<file path="config.mk">
export PLATFORM = sky130hd
export DESIGN_NAME = sarlock_seq_lock
export DESIGN_NICKNAME = d
export VERILOG_FILES = /design/src/rtl/sarlock_seq_lock.sv
export SDC_FILE = /design/constraint.sdc
export NUM_CORES = 1
export LEC_CHECK = 0
export CORE_UTILIZATION = 25
export DETAILED_ROUTE_END_ITERATION = 7
export PLACE_DENSITY_LB_ADDON = 0.15
export SYNTH_ARGS = -nofsm -noshare
export SYNTH_HDL_FRONTEND = slang
export SYNTH_SLANG_ARGS = --single-unit
</file>
<file path="constraint.sdc">
create_clock -name clk -period 1.35 [get_ports clk]
set_clock_uncertainty 0.05 [all_clocks]
set_input_delay 0.27 -clock clk [delete_from_list [all_inputs] [get_ports clk]]
set_output_delay 0.27 -clock clk [all_outputs]
set_load 0.02 [all_outputs]
</file>
<file path="src/rtl/sarlock_seq_lock.sv">
// SARLock-style logic lock with a serially loaded key.
// Outputs stay corrupted until a full-width key is committed; a wrong key then flips exactly one input pattern.
module sarlock_seq_lock #(
    parameter int IN_W = 5,
    parameter int OUT_W = 2,
    parameter logic [IN_W-1:0] SECRET_KEY = 5'b10110
) (
    input  logic             clk,
    input  logic             rst,
    input  logic             key_sin,
    input  logic             key_shift,
    input  logic             key_commit,
    input  logic [IN_W-1:0]  data_in,
    input  logic [OUT_W-1:0] func_in,
    output logic [OUT_W-1:0] data_out,
    output logic             armed,
    output logic             commit_err
);

    localparam int CNT_W = $clog2(IN_W + 1);
    localparam logic [CNT_W-1:0] CNT_MAX = CNT_W'(IN_W);
    localparam logic [CNT_W-1:0] CNT_ONE = CNT_W'(1);

    typedef enum logic [1:0] {
        UNKEYED,
        SHIFTING,
        ARMED
    } state_t;

    state_t            state;
    logic [IN_W-1:0]   key_reg;
    logic [CNT_W-1:0]  bit_cnt;
    logic              flip;

    // Only the one pattern equal to a wrong key is disturbed; the correct key never flips anything.
    assign flip = (data_in == key_reg) && (key_reg != SECRET_KEY);

    always_ff @(posedge clk or posedge rst) begin
        if (rst) begin
            state      <= UNKEYED;
            key_reg    <= '0;
            bit_cnt    <= '0;
            data_out   <= '0;
            armed      <= 1'b0;
            commit_err <= 1'b0;
        end else begin
            commit_err <= 1'b0;
            if (state == ARMED) begin
                data_out <= func_in ^ {OUT_W{flip}};
            end else begin
                data_out <= ~func_in;
            end

            // A shift always wins over a simultaneous commit, which is then reported as rejected.
            if (key_shift) begin
                key_reg <= {key_sin, key_reg[IN_W-1:1]};
                armed   <= 1'b0;
                if (state != SHIFTING) begin
                    state   <= SHIFTING;
                    bit_cnt <= CNT_ONE;
                end else if (bit_cnt != CNT_MAX) begin
                    bit_cnt <= bit_cnt + CNT_ONE;
                end
                if (key_commit) begin
                    commit_err <= 1'b1;
                end
            end else if (key_commit) begin
                if ((state == SHIFTING) && (bit_cnt == CNT_MAX)) begin
                    state <= ARMED;
                    armed <= 1'b1;
                end else begin
                    commit_err <= 1'b1;
                end
            end
        end
    end

endmodule

</file>
Word level (Yosys, flattened, before mapping)
Cells that the tools add are included.
{"block": "classes", "eq_ne": 8, "n_bitwise": 2, "addsub": 1, "muxes": 14, "n_reduce_logical": 8}
{"cell": "$mux 2", "n": 5}
{"cell": "$mux 1", "n": 7}
{"cell": "$mux 3", "n": 2}
{"cell": "$reduce_bool 2->1", "n": 3}
{"cell": "$eq 5x5->1", "n": 1}
{"cell": "$ne 5x5->1 const B", "n": 1}
{"cell": "$ne 2x1->1 const B", "n": 2}
{"cell": "$reduce_and 2->1", "n": 2}
{"cell": "$add 3x1->3 const B", "n": 1}
{"cell": "$eq 3x3->1 const B", "n": 1}
{"cell": "$ne 3x3->1 const B", "n": 1}
{"cell": "$reduce_and 3->1", "n": 1}
{"cell": "$eq 2x1->1 const B", "n": 1}
{"cell": "$eq 2x2->1 const B", "n": 1}
{"cell": "$logic_and 1x1->1", "n": 2}
{"cell": "$not 2->2", "n": 1}
{"cell": "$xor 2x2->2", "n": 1}
{"block": "word_totals", "word_cells": 39, "in_bits": 12, "ff_bits": 14, "out_inout_bits": 4}

Longest topological paths before layout
{"block": "logic_depth", "ltp_word": 5, "ltp_mapped": 6, "depth_no_buf": 6}

Least setup slack after synthesis
OpenSTA, ideal clock, no wires.
{"block": "synth_path", "path_kind": "reg-to-reg", "startpoint": "register key_reg[2]", "endpoint": "register data_out[0]", "setup_time_ns": 0.127, "stages_incl_launch_ff": 5, "setup_slack_ns": 0.093, "period_less_slack_ns": 1.257, "t_arrival_ns": 1.079, "n_path_buf": 0, "t_required_ns": 1.173, "cell_sequence": "dfrtp_1 > xor2_1 > nor4_2 > a211oi_2 > xnor2_1"}
{"block": "synth_via", "elab_chain_len": 4, "elab_cells_between_ends": 5, "classes_between": "eq/ne: 2; mux: 1; bitwise: 1; reduce/logical: 1"}
{"element": "from (decl)", "line_no": "31", "text": "logic [IN_W-1:0] key_reg;"}
{"element": "from (signal assigned)", "line_no": "56", "text": "key_reg <= {key_sin, key_reg[IN_W-1:1]};"}
{"element": "$eq 5x5->1 or $ne 5x5->1 (tied branches)", "line_no": "36", "text": "assign flip = (data_in == key_reg) && (key_reg != SECRET_KEY);"}
{"element": "$logic_and 1x1->1 (*)", "line_no": "36"}
{"element": "$xor 2x2->2 (*)", "line_no": "49", "text": "data_out <= func_in ^ {OUT_W{flip}};"}
{"element": "$mux 2 (*)", "line_no": "48", "text": "if (state == ARMED) begin"}
{"element": "to (signal assigned)", "line_no": "49"}
{"element": "to (signal assigned)", "line_no": "51", "text": "data_out <= ~func_in;"}
{"element": "to (decl)", "line_no": "15", "text": "output logic [OUT_W-1:0] data_out,"}
Mark *: on every way between the ends. The rest lies on a longest branch, timed or not.
A chain may end at the register's enable or synchronous reset.

Worst setup path in the final report
Ends and elaborated chain as after synthesis.

==> results by group <==
Pwr
  – Net switching power: roughly 0.00042 W
  – Maximum vdd drop: about 0.47 mV
  – Clock share of power: 0.240
  – Static leakage: between 0.3 and 0.4 nW
  – Power per standard cell area: roughly 1400 nW/um^2
  – Combinational group share of total power: 0.297
  – Total power: ~0.0013 W
  – Pint: between 0.0008 and 0.0009 W
  – Switching Fraction: 0.321
  – Sequential Power Share: 0.463

Run
  – Max Cap Viol: 0

Placement
  – Dpl cell area: ~860 sq um
  – Gpl congestion: ~0.70
  – I/O Buffers: 15
  – Post-DP HPWL: between 800 and 900 microns
  – Placed Cells: ~100
  – Worst slack, placed: -232 ps

Yosys
  – XOR/XNOR share of the synthesized area: 0.0808
  – Yosys top cell area share: 0.538
  – Synth Register Bits: 14
  – Post-synth ARST share: 1.00
  – Area contributors post-synth: dfrtp_1 (54%), xor2_1 (5.4%), mux2_2 (5.2%), ha_1 (3.8%), mux2_1 (3.5%)
  – Most used DFF post-synth: dfrtp_1
  – Synth cell count leaders: dfrtp_1 (14), nand2_1 (5), a21oi_1 (4), inv_1 (4), xor2_1 (4)
  – Warnings, synthesis: 0
  – Post-synth EDFFs: 0
  – Largest area contributor in the netlist: dfrtp_1
  – Syn Inst Count: 55
  – Most numerous cell in the Yosys netlist: dfrtp_1
  – Synthesized-area fraction occupied by adder cells: 0.0385
  – Post-synthesis simple-gate area fraction: 0.123
  – Main combinational cell family by area after synthesis: simple AND/OR/NAND/NOR gates
  – Synthesized area per cell: ~12 sq um
  – Compound-Gate Fraction of Synth Area: 0.102
  – Sequential share of the synthesized area: 0.538
  – Post-Syn Nets: roughly 70
  – Post-Syn Area: approximately 650 sq um
  – Unique masters post-synth: 22
  – Mux contribution to synthesized area: 0.0865

Finish
  – FILL cells: roughly 270
  – Ant. Diodes: 0
  – Fin nets: 92
  – Cell area after layout: between 900 and 1000 sq um
  – Multi-input gate area: slightly below 300 sq um
  – Layout area overhead: 39.2%
  – Share of post-route cells with drive strength above 1: 0.208
  – Largest register FFs: 5
  – Post-route insts no fill: around 110
  – Register Area: 350 sq um

Clock network
  – CTS Root Cell: clkbuf_4
  – Postcts setup bufs: 0
  – Hold_buf cts: 0
  – Clock Sinks: 14
  – Clk buf depth: 2
  – Worst-Skew Late Latency: about 290 ps
  – Inserted Clock Buffers: 3
  – CTS clk-pin slew, worst paths: 100 ps
  – CTS tree: done
  – H-tree depth: 1

Timing
  – Unrepaired setup endpoints after global routing: yes
  – Slew @ Worst Pin: 274 ps
  – Max Transition Viols Final: 0
  – # setup viols final: 0
  – F_max: approximately 760 MHz
  – Final hold viol count: 0
  – Final worst slack: 26.7 ps
  – Slew headroom: 0.817
  – Final min period: 1320 ps
  – Final worst-path cycle share: 0.980
  – Final hold slack: 214 ps

Routing
  – Uppermost layer routed: met4
  – Post-Route M1 WL: around 510 microns
  – Initial DRC Count: 4
  – Via-to-Cell Ratio: roughly 4.3
  – Via count: approximately 460
  – Remaining antenna violation count: 0
  – WL met3: approximately 48 microns
  – Routed length on met2: ~570 microns
  – Drt total wl: 1150 microns
  – Pre-antenna DRT Iters: 4
  – Detail-routed net length per standard cell: ~11 microns
  – Drt drc: 0

GRT
  – Largest net degree at the start of global routing: 15
  – Number of global-route vias before repair: 469
  – Global route overflow: 0
  – GRT Total Usage: 0.105
  – First-pass GRT wire length: around 2000 microns
  – Initial antenna violation count: 0

Setup path
  – CP required: 1480 ps
  – Worst setup path startpoint: key_reg[2]$_DFFE_PP0P_
  – RR Endpoint: data_out[0]$_DFF_PP0_
  – CP Buf/Inv Count: 0
  – Worst path slowest cell: dfrtp_1
  – Kind of critical path: register to register
  – Critical-path cell list: xor2_1, nor4_2, a211oi_2, xnor2_1
  – Delay-heaviest family, CP: flip-flops
  – Top fanout value on the critical path: 4
  – R2R cell count: 4
  – WP data arrival: roughly 1500 ps
  – Setup crit end kind: register
  – Reg-to-Reg Start: key_reg[2]$_DFFE_PP0P_
  – Worst setup SP type: register
  – R2R setup slack: roughly 27 ps
  – Worst path max stage delay: about 420 ps

Floorplan
  – I/O Pins: 16
  – Core area: 2480 sq um
  – Initial core utilization: 0.263
  – Row count: 18
  – Area of the die: 2810 sq um
  – DIE HEIGHT: roughly 53 microns
  – Die X: 53.0 microns

Min path
  – Hold Path Class: input pin to async pin

Outcome
  – Status: finished clean
==> cell families (layout without fill, tap and decap cells) <==
family | count (synthesis) | after routing
flip-flops | 14 | 14
AND/OR/NAND/NOR | 13 | 13
AO/OA/AOI/OAI | 10 | 10
XOR/XNOR | 6 | 6
multiplexers | 5 | 5
buffers and inverters | 5 | 27
adder cells (fa/ha/maj) | 2 | 2
==> worst max-delay path by stage <==
stage / end / cells after the start
after floorplan: data_out[0]$_DFF_PP0_ / 4
after global placement: data_out[0]$_DFF_PP0_ / 5
after detailed placement: data_out[0]$_DFF_PP0_ / 5
after CTS: data_out[0]$_DFF_PP0_ / 4
after global routing: data_out[0]$_DFF_PP0_ / 4
final: data_out[0]$_DFF_PP0_ / 4
==> metal layers <==
metal  up-vias  global-route usage
met5         -                   0
met4         0              0.0789
met3         3              0.0259
met2        12               0.169
met1       219               0.118
li1        230                   -
==> placed cells by master, fill, tap and decap left out <==
cell	n
clkbuf_8	1
xnor2_1	2
inv_1	4
nor2b_1	1
mux2_1	2
nand3b_1	1
nand4_1	1
a21o_1	1
and4bb_1	1
dlygate4sd2_1	4
xor2_1	3
dfrtp_1	14
xor2_2	1
nor4_2	1
buf_4	4
o21a_1	1
o21ai_2	1
a211oi_2	1
o2bb2ai_1	1
clkbuf_4	3
o21ai_1	1
clkdlybuf4s50_1	11
a21oi_1	4
nand3_1	2
ha_1	2
nand2_1	5
or2_2	1
mux2_2	3
==> cell type report <==
cell class / count / share of cell area
sequential: 14 / 0.387
multi-input combinational: 36 / 0.322
timing repair buffer: 19 / 0.193
tap: 30 / 0.0414
clock buffer: 4 / 0.0401
inverter: 4 / 0.0166
==> through the flow <==
stage | setup TNS (ps) | utilization
CTS | 0 | 0.361
floorplan | 0 | -
global route | -113 | 0.366
finish | 0 | 0.366
global placement | -627 | 0.348
detailed placement | -672 | 0.348
==> worst register-to-register path, stage by stage, from the launching register on <==
cell and delay, ps:
dfrtp_1 420, xor2_1 180, nor4_2 300, a211oi_2 130, xnor2_1 140
==> power groups by stage <==
stage,Combinational (W),Sequential [W],Clock (W)
3_3_place_gp,0.000384,0.000617,0
5_1_grt,0.000435,0.000619,0.000338
4_1_cts,0.000383,0.000605,0.000325
3_5_place_dp,0.000387,0.000614,0
2_1_floorplan,0.000243,0.000616,0
6_report,0.000387,0.000603,0.000312
==> repair_timing <==
action | 4_1_cts | 5_1_grt
setup endpoints to repair | 6 | 2
pin swaps | 1 | 1
gates resized for setup | 4 | 2
No activity file was read; power rests on OpenSTA's default activity.
